$ cat config.mk
export PLATFORM = sky130hd
export DESIGN_NAME = execute_hazard_ctrl_flat
export DESIGN_NICKNAME = d
export VERILOG_FILES = /design/src/rtl/execute_hazard_ctrl_if.sv /design/src/rtl/execute_hazard_ctrl.sv /design/src/flat_wrapper.sv
export SDC_FILE = /design/constraint.sdc
export NUM_CORES = 1
export LEC_CHECK = 0
export BUFFER_PORTS_ARGS = -buffer_cell sky130_fd_sc_hd__buf_2
export CELL_PAD_IN_SITES_DETAIL_PLACEMENT = 0
export CELL_PAD_IN_SITES_GLOBAL_PLACEMENT = 1
export CORE_ASPECT_RATIO = 1.75
export CORE_MARGIN = 3
export CORE_UTILIZATION = 37
export CTS_CLUSTER_SIZE = 20
export DETAILED_ROUTE_END_ITERATION = 10
export HOLD_SLACK_MARGIN = 0.05
export PLACE_DENSITY = 0.87
export SYNTH_ARGS = -nofsm -noshare
export SYNTH_HDL_FRONTEND = slang
export SYNTH_SLANG_ARGS = --single-unit
$ cat constraint.sdc
create_clock -name clk -period 2.85 [get_ports clk]
set_input_delay 0.7125 -clock clk [delete_from_list [all_inputs] [get_ports clk]]
set_output_delay 0.7125 -clock clk [all_outputs]
set_load 0.02 [all_outputs]
$ cat src/rtl/execute_hazard_ctrl_if.sv
// ----------------------------------------------------------------------------
// execute_hazard_ctrl_if
//   Bundles the pipeline-side hazard inputs, the coprocessor LWCP handshake and
//   the controller outputs of the EXECUTE hazard controller.
//   master : pipeline / coprocessor side (drives the hazard inputs, CP_ACK, CP_RDATA)
//   slave  : execute_hazard_ctrl (drives the forwarding selects, stalls, CP_REQ, LWCP results)
// ----------------------------------------------------------------------------
interface execute_hazard_ctrl_if;
    logic [4:0]  ID_EX_RS1;
    logic [4:0]  ID_EX_RS2;
    logic        ID_EX_USES_RS1;
    logic        ID_EX_USES_RS2;
    logic [4:0]  EX_MEM_RD;
    logic        EX_MEM_REG_WRITE;
    logic        EX_MEM_MEM_READ;
    logic        EX_MEM_LWCP;
    logic [4:0]  MEM_WB_RD;
    logic        MEM_WB_REG_WRITE;
    logic        CP_ACK;
    logic [31:0] CP_RDATA;
    logic [1:0]  FORWARD_EXECUTE_A;
    logic [1:0]  FORWARD_EXECUTE_B;
    logic        LOAD_USE_STALL;
    logic        LWCP_STALL;
    logic        CP_REQ;
    logic        LWCP_VALID;
    logic [31:0] LWCP_DATA;
    logic        LWCP_TIMEOUT;

    modport master (
        output ID_EX_RS1, ID_EX_RS2, ID_EX_USES_RS1, ID_EX_USES_RS2,
               EX_MEM_RD, EX_MEM_REG_WRITE, EX_MEM_MEM_READ, EX_MEM_LWCP,
               MEM_WB_RD, MEM_WB_REG_WRITE, CP_ACK, CP_RDATA,
        input  FORWARD_EXECUTE_A, FORWARD_EXECUTE_B, LOAD_USE_STALL, LWCP_STALL,
               CP_REQ, LWCP_VALID, LWCP_DATA, LWCP_TIMEOUT
    );

    modport slave (
        input  ID_EX_RS1, ID_EX_RS2, ID_EX_USES_RS1, ID_EX_USES_RS2,
               EX_MEM_RD, EX_MEM_REG_WRITE, EX_MEM_MEM_READ, EX_MEM_LWCP,
               MEM_WB_RD, MEM_WB_REG_WRITE, CP_ACK, CP_RDATA,
        output FORWARD_EXECUTE_A, FORWARD_EXECUTE_B, LOAD_USE_STALL, LWCP_STALL,
               CP_REQ, LWCP_VALID, LWCP_DATA, LWCP_TIMEOUT
    );
endinterface

$ cat src/rtl/execute_hazard_ctrl.sv
// ----------------------------------------------------------------------------
// execute_hazard_ctrl
//   Hazard and sequencing controller for the EXECUTE stage.
//   - Forwarding selects for operands A/B (10 = from EX_MEM, 01 = from MEM_WB).
//   - Load-use stall when a load in MEM feeds the instruction in EX.
//   - LWCP handshake FSM (IDLE -> WAIT -> DONE) that freezes the whole pipeline
//     through LWCP_STALL while the coprocessor is asked for data, with a
//     timeout that returns zero data and raises a sticky error flag.
//   Ports: clk, rst (async, active high), hz (execute_hazard_ctrl_if.slave).
// ----------------------------------------------------------------------------
module execute_hazard_ctrl #(
    parameter int TIMEOUT_CYCLES = 255,
    parameter int CNT_W          = 8
) (
    input  logic                  clk,
    input  logic                  rst,
    execute_hazard_ctrl_if.slave  hz
);

    typedef enum logic [1:0] {
        S_IDLE = 2'd0,
        S_WAIT = 2'd1,
        S_DONE = 2'd2
    } state_t;

    localparam logic [CNT_W-1:0] CNT_LAST = CNT_W'(TIMEOUT_CYCLES - 1);

    state_t            state_q, state_d;
    logic [CNT_W-1:0]  cnt_q, cnt_d;
    logic              cp_req_q, cp_req_d;
    logic              valid_q, valid_d;
    logic [31:0]       data_q, data_d;
    logic              tmo_q, tmo_d;
    logic              lwcp_stall;
    logic              load_use;

    // EX_MEM wins over MEM_WB; a load in EX_MEM cannot forward (its data is
    // not ready yet), which is what the load-use stall covers.
    function automatic logic [1:0] fwd_sel(
        input logic       uses,
        input logic [4:0] rs,
        input logic [4:0] ex_rd,
        input logic       ex_wr,
        input logic       ex_rd_mem,
        input logic [4:0] wb_rd,
        input logic       wb_wr
    );
        logic [1:0] sel;
        sel = 2'b00;
        if (uses && ex_wr && !ex_rd_mem && (ex_rd != 5'd0) && (ex_rd == rs))
            sel = 2'b10;
        else if (uses && wb_wr && (wb_rd != 5'd0) && (wb_rd == rs))
            sel = 2'b01;
        return sel;
    endfunction

    assign hz.FORWARD_EXECUTE_A = fwd_sel(hz.ID_EX_USES_RS1, hz.ID_EX_RS1,
                                          hz.EX_MEM_RD, hz.EX_MEM_REG_WRITE, hz.EX_MEM_MEM_READ,
                                          hz.MEM_WB_RD, hz.MEM_WB_REG_WRITE);
    assign hz.FORWARD_EXECUTE_B = fwd_sel(hz.ID_EX_USES_RS2, hz.ID_EX_RS2,
                                          hz.EX_MEM_RD, hz.EX_MEM_REG_WRITE, hz.EX_MEM_MEM_READ,
                                          hz.MEM_WB_RD, hz.MEM_WB_REG_WRITE);

    always_comb begin
        load_use = 1'b0;
        if (hz.EX_MEM_MEM_READ && hz.EX_MEM_REG_WRITE && (hz.EX_MEM_RD != 5'd0))
            load_use = (hz.ID_EX_USES_RS1 && (hz.ID_EX_RS1 == hz.EX_MEM_RD)) ||
                       (hz.ID_EX_USES_RS2 && (hz.ID_EX_RS2 == hz.EX_MEM_RD));
    end

    // Stall starts combinationally in the cycle the LWCP reaches MEM and drops
    // in DONE so the pipeline advances exactly once past the LWCP.
    assign lwcp_stall = ((state_q == S_IDLE) && hz.EX_MEM_LWCP) || (state_q == S_WAIT);

    // The global freeze overrides the local bubble insertion.
    assign hz.LOAD_USE_STALL = load_use && !lwcp_stall;
    assign hz.LWCP_STALL     = lwcp_stall;
    assign hz.CP_REQ         = cp_req_q;
    assign hz.LWCP_VALID     = valid_q;
    assign hz.LWCP_DATA      = data_q;
    assign hz.LWCP_TIMEOUT   = tmo_q;

    always_comb begin
        state_d  = state_q;
        cnt_d    = cnt_q;
        cp_req_d = cp_req_q;
        data_d   = data_q;
        tmo_d    = tmo_q;
        valid_d  = 1'b0;
        case (state_q)
            S_IDLE: begin
                if (hz.EX_MEM_LWCP) begin
                    state_d  = S_WAIT;
                    cp_req_d = 1'b1;
                    cnt_d    = '0;
                end
            end
            S_WAIT: begin
                // ACK is checked first so an ACK on the last allowed cycle
                // still delivers data without flagging a timeout.
                if (hz.CP_ACK) begin
                    data_d   = hz.CP_RDATA;
                    cp_req_d = 1'b0;
                    valid_d  = 1'b1;
                    state_d  = S_DONE;
                end else if (cnt_q == CNT_LAST) begin
                    data_d   = '0;
                    tmo_d    = 1'b1;
                    cp_req_d = 1'b0;
                    valid_d  = 1'b1;
                    state_d  = S_DONE;
                end else begin
                    cnt_d = cnt_q + CNT_W'(1);
                end
            end
            S_DONE:  state_d = S_IDLE;
            default: state_d = S_IDLE;
        endcase
    end

    always_ff @(posedge clk or posedge rst) begin
        if (rst) begin
            state_q  <= S_IDLE;
            cnt_q    <= '0;
            cp_req_q <= 1'b0;
            valid_q  <= 1'b0;
            data_q   <= '0;
            tmo_q    <= 1'b0;
        end else begin
            state_q  <= state_d;
            cnt_q    <= cnt_d;
            cp_req_q <= cp_req_d;
            valid_q  <= valid_d;
            data_q   <= data_d;
            tmo_q    <= tmo_d;
        end
    end

endmodule

$ cat src/flat_wrapper.sv
// flat-port wrapper written by rule: the top's interface ports become plain ports
module execute_hazard_ctrl_flat 
#(
    parameter int TIMEOUT_CYCLES = 255,
    parameter int CNT_W          = 8
)
  (clk, rst, hz_ID_EX_RS1, hz_ID_EX_RS2, hz_ID_EX_USES_RS1, hz_ID_EX_USES_RS2, hz_EX_MEM_RD, hz_EX_MEM_REG_WRITE, hz_EX_MEM_MEM_READ, hz_EX_MEM_LWCP, hz_MEM_WB_RD, hz_MEM_WB_REG_WRITE, hz_CP_ACK, hz_CP_RDATA, hz_FORWARD_EXECUTE_A, hz_FORWARD_EXECUTE_B, hz_LOAD_USE_STALL, hz_LWCP_STALL, hz_CP_REQ, hz_LWCP_VALID, hz_LWCP_DATA, hz_LWCP_TIMEOUT);
  execute_hazard_ctrl_if hz_i ();
  input  logic clk;
  input  logic rst;
  input wire logic [$bits(hz_i.ID_EX_RS1)-1:0] hz_ID_EX_RS1;
  input wire logic [$bits(hz_i.ID_EX_RS2)-1:0] hz_ID_EX_RS2;
  input wire logic [$bits(hz_i.ID_EX_USES_RS1)-1:0] hz_ID_EX_USES_RS1;
  input wire logic [$bits(hz_i.ID_EX_USES_RS2)-1:0] hz_ID_EX_USES_RS2;
  input wire logic [$bits(hz_i.EX_MEM_RD)-1:0] hz_EX_MEM_RD;
  input wire logic [$bits(hz_i.EX_MEM_REG_WRITE)-1:0] hz_EX_MEM_REG_WRITE;
  input wire logic [$bits(hz_i.EX_MEM_MEM_READ)-1:0] hz_EX_MEM_MEM_READ;
  input wire logic [$bits(hz_i.EX_MEM_LWCP)-1:0] hz_EX_MEM_LWCP;
  input wire logic [$bits(hz_i.MEM_WB_RD)-1:0] hz_MEM_WB_RD;
  input wire logic [$bits(hz_i.MEM_WB_REG_WRITE)-1:0] hz_MEM_WB_REG_WRITE;
  input wire logic [$bits(hz_i.CP_ACK)-1:0] hz_CP_ACK;
  input wire logic [$bits(hz_i.CP_RDATA)-1:0] hz_CP_RDATA;
  output wire logic [$bits(hz_i.FORWARD_EXECUTE_A)-1:0] hz_FORWARD_EXECUTE_A;
  output wire logic [$bits(hz_i.FORWARD_EXECUTE_B)-1:0] hz_FORWARD_EXECUTE_B;
  output wire logic [$bits(hz_i.LOAD_USE_STALL)-1:0] hz_LOAD_USE_STALL;
  output wire logic [$bits(hz_i.LWCP_STALL)-1:0] hz_LWCP_STALL;
  output wire logic [$bits(hz_i.CP_REQ)-1:0] hz_CP_REQ;
  output wire logic [$bits(hz_i.LWCP_VALID)-1:0] hz_LWCP_VALID;
  output wire logic [$bits(hz_i.LWCP_DATA)-1:0] hz_LWCP_DATA;
  output wire logic [$bits(hz_i.LWCP_TIMEOUT)-1:0] hz_LWCP_TIMEOUT;
  assign hz_i.ID_EX_RS1 = hz_ID_EX_RS1;
  assign hz_i.ID_EX_RS2 = hz_ID_EX_RS2;
  assign hz_i.ID_EX_USES_RS1 = hz_ID_EX_USES_RS1;
  assign hz_i.ID_EX_USES_RS2 = hz_ID_EX_USES_RS2;
  assign hz_i.EX_MEM_RD = hz_EX_MEM_RD;
  assign hz_i.EX_MEM_REG_WRITE = hz_EX_MEM_REG_WRITE;
  assign hz_i.EX_MEM_MEM_READ = hz_EX_MEM_MEM_READ;
  assign hz_i.EX_MEM_LWCP = hz_EX_MEM_LWCP;
  assign hz_i.MEM_WB_RD = hz_MEM_WB_RD;
  assign hz_i.MEM_WB_REG_WRITE = hz_MEM_WB_REG_WRITE;
  assign hz_i.CP_ACK = hz_CP_ACK;
  assign hz_i.CP_RDATA = hz_CP_RDATA;
  assign hz_FORWARD_EXECUTE_A = hz_i.FORWARD_EXECUTE_A;
  assign hz_FORWARD_EXECUTE_B = hz_i.FORWARD_EXECUTE_B;
  assign hz_LOAD_USE_STALL = hz_i.LOAD_USE_STALL;
  assign hz_LWCP_STALL = hz_i.LWCP_STALL;
  assign hz_CP_REQ = hz_i.CP_REQ;
  assign hz_LWCP_VALID = hz_i.LWCP_VALID;
  assign hz_LWCP_DATA = hz_i.LWCP_DATA;
  assign hz_LWCP_TIMEOUT = hz_i.LWCP_TIMEOUT;
  execute_hazard_ctrl #(.TIMEOUT_CYCLES(TIMEOUT_CYCLES), .CNT_W(CNT_W)) u_core (.clk(clk), .rst(rst), .hz(hz_i));
endmodule
==> impl_metrics.py <==
metrics = {
    "run_status": {
        "outcome": "completed",
    },
    "die": {
        "rows": 36,
        "core_sq_um": 5590,
        "die_x_microns": 63.7,
        "initial_core_util": 0.385,
        "dieArea_sq_um": 6800,
        "die_height_microns": 107,
        "io_pins": 102,
    },
    "worst_setup_path": {
        "crit_required_ns": 2.14,
        "cp.arrival_ns": 2.04,
        "rr_startpoint": "u_core.state_q[1]",
        "reg2reg_setup_slack_ns": 0.91,
        "crit_type": "in2out",
        "r2r_cells": 3,
        "end_kind": "primary output",
        "critPathMaxFanout": 4,
        "timing.rr.end": "u_core.hz.LWCP_DATA[15]",
        "startpoint_type": "input pin",
    },
    "synthesis": {
        "synthTopCellsByArea": "dfrtp_1, a22o_1, xor2_1, nand3_1, xnor2_1",
        "synth.cell_area_sq_um": 2150,
        "yosys_register_bits": 45,
        "synth_edf_count": 0,
        "synthArstFlopShare": 1.00,
        "synth_area_per_cell_sq_um": 11.9,
        "syn_nets": 244,
        "synth_top_area_frac": 0.523,
        "ys_types": 42,
        "yosys.area.top_type": "dfrtp_1",
        "yosysWarnings": 0,
        "ys_seq_area_frac": 0.523,
        "synthFlopType": "dfrtp_1",
        "syn_inst": 181,
    },
    "timing": {
        "rsz0062_at_grt": "no",
        "max_slew_margin": 0.255,
        "final.min_clock_period_ns": 2.75,
        "max_freq_ghz": 0.363,
        "drv_slew": 0,
        "hold_viol": 0,
        "finalSetupViolCount": 0,
        "worst_slew_pin_slew_ns": 1.12,
        "skew_ns": 0.00449,
        "fin_tns_setup_ns": 0,
        "fin_crit_sh": 0.967,
    },
    "final_layout": {
        "nets": 344,
        "syn_to_final_growth_pct": 31.2,
        "diodes": 0,
        "drive_gt1_frac": 0.436,
        "fin_util": 0.506,
        "final_cell_mix": "buf_2, dfrtp_1, a22o_1",
        "n_fill_cell": 565,
        "final_common_cell": "buf_2",
    },
    "power_and_ir_drop": {
        "vdd_drop_max_v": 0.000598,
        "static-leakage-power_nw": 1.41,
        "power_density_nw_per_um2": 952,
    },
    "drt": {
        "wl_per_cell_microns": 14.7,
        "final_antenna_net_count": 0,
        "drc": 0,
        "drt_first_pass_iters": 4,
        "postRouteWirelength_microns": 5270,
        "drt-initial-drc-count": 60,
        "num_vias": 1821,
        "vias_per_cell": 5.09,
    },
    "clock_tree": {
        "cts.path.max_buffers": 2,
        "cts_buffers": 5,
        "post_cts_buffers": 0,
        "clk_pin_slew_worst_paths_ns": 0.08,
        "clk_latency_ns": 0.29,
        "cts_root_buffer": "clkbuf_8",
        "clkSinkCount": 45,
        "cts-htree-levels": 2,
        "cts_tree": "done",
    },
    "placed_design": {
        "gp_congestion": 0.809,
        "portBuffers": 101,
        "place_hpwl_microns": 4000,
    },
    "global_routing": {
        "grt_max_degree": 46,
        "first_global_vias": 1906,
        "antenna_found_initial": 0,
        "track_usage": 0.161,
        "grt_pass1_wl_microns": 8670,
        "overflow": 0,
    },
    "worst_hold_path": {
        "worst_hold_path.num_cells": 1,
        "min_from": "u_core.hz.LWCP_TIMEOUT",
        "worstHoldPathType": "reg2reg",
        "min_to": "u_core.hz.LWCP_TIMEOUT",
    },
    "job": {
        "maxCapViolCount": 0,
    },
}
[cells in the mapped netlist, drive strengths merged (2+ instances only)]
master / n
a2111oi: 2
a21oi: 3
a22o: 32
a31oi: 2
and2: 2
and3: 2
buf: 7
dfrtp: 45
ha: 2
inv: 7
nand2: 5
nand3: 12
nand4: 3
nor2: 4
nor3: 2
nor4: 4
o211ai: 2
o21a: 2
o21ai: 7
or4: 2
xnor2: 6
xor2: 16
[through the flow]
step	power [mW]	area (sq um)	hold WS [ns]	cells	setup slack (ns)
after global routing	2.85	2820	0.522	358	0.00529
after floorplan	1.81	2150	0.443	181	0.207
after detailed placement	2.20	2690	0.455	350	0.0295
final	2.69	2820	0.466	358	0.0950
after CTS	2.71	2810	0.474	358	0.0283
after global placement	2.19	2690	0.445	350	0.0280
[timing repair]
item | in CTS | in global routing
gates resized for setup | 0 | 2
setup endpoints to repair | 0 | 2
hold buffers | 0 | 0
[report_power, final]
group,switching (mW),total [mW],internal [mW]
logic,0.643,1.09,0.448
registers,0.183,1.10,0.914
clock network,0.214,0.499,0.285
[state kept, by name (all words and copies together), names as in the netlist]
register / flops
u_core.hz.LWCP_DATA: 32
u_core.cnt_q: 8
u_core.state_q: 2
u_core.hz.CP_REQ: 1
u_core.hz.LWCP_TIMEOUT: 1
u_core.hz.LWCP_VALID: 1
[layout make-up]
cell class              instances  area (sq um)  share of cell area
well taps                      76          95.1              0.0337
clock inverters                 2          37.5              0.0133
flip-flops and latches         45          1130               0.399
repair buffers                101           505               0.179
multi-input cells             121           951               0.337
inverters                       7          26.3             0.00930
clock buffers                   6          82.6              0.0292
[per-layer routing]
| metal | up-vias | global-route usage | wire length, microns |
|---|---|---|---|
| met1 | 848 | 0.173 | 2080 |
| met3 | 9 | 0.0377 | 429 |
| met4 | 0 | 0.0819 | 153 |
| met5 | - | 0 | 0 |
| li1 | 871 | - | - |
| met2 | 93 | 0.286 | 2600 |
[worst max-delay path, stage by stage]
cell and delay, ns:
buf_2 0.15, xnor2_1 0.16, nand4_1 0.15, or3_1 0.36
a2111oi_2 0.29, buf_2 0.22
[worst max-delay path by stage]
| stage | from | endpoint | cells past startpoint |
|---|---|---|---|
| 3_3_place_gp | hz_EX_MEM_RD[2] | hz_LOAD_USE_STALL | 6 |
| 4_1_cts | hz_EX_MEM_RD[2] | hz_LOAD_USE_STALL | 6 |
| 2_1_floorplan | hz_EX_MEM_RD[2] | hz_FORWARD_EXECUTE_B[0] | 4 |
| 3_5_place_dp | hz_EX_MEM_RD[2] | hz_LOAD_USE_STALL | 6 |
| 6_report | hz_EX_MEM_RD[4] | hz_LOAD_USE_STALL | 6 |
| 5_1_grt | hz_EX_MEM_RD[0] | hz_FORWARD_EXECUTE_A[0] | 6 |
[kinds of logic (layout without fill, tap and decap cells)]
logic type                 Yosys count  count (layout)  synth area share
and+or+nand+nor                     43              43             0.128
adders and majority gates            2               2            0.0116
AOI/OAI and AO/OA                   54              54             0.206
xor gates and xnor gates            22              22            0.0895
DFF                                 45              45             0.523
buffers and inverters               15             116            0.0419
No activity file was read; power rests on OpenSTA's default activity.
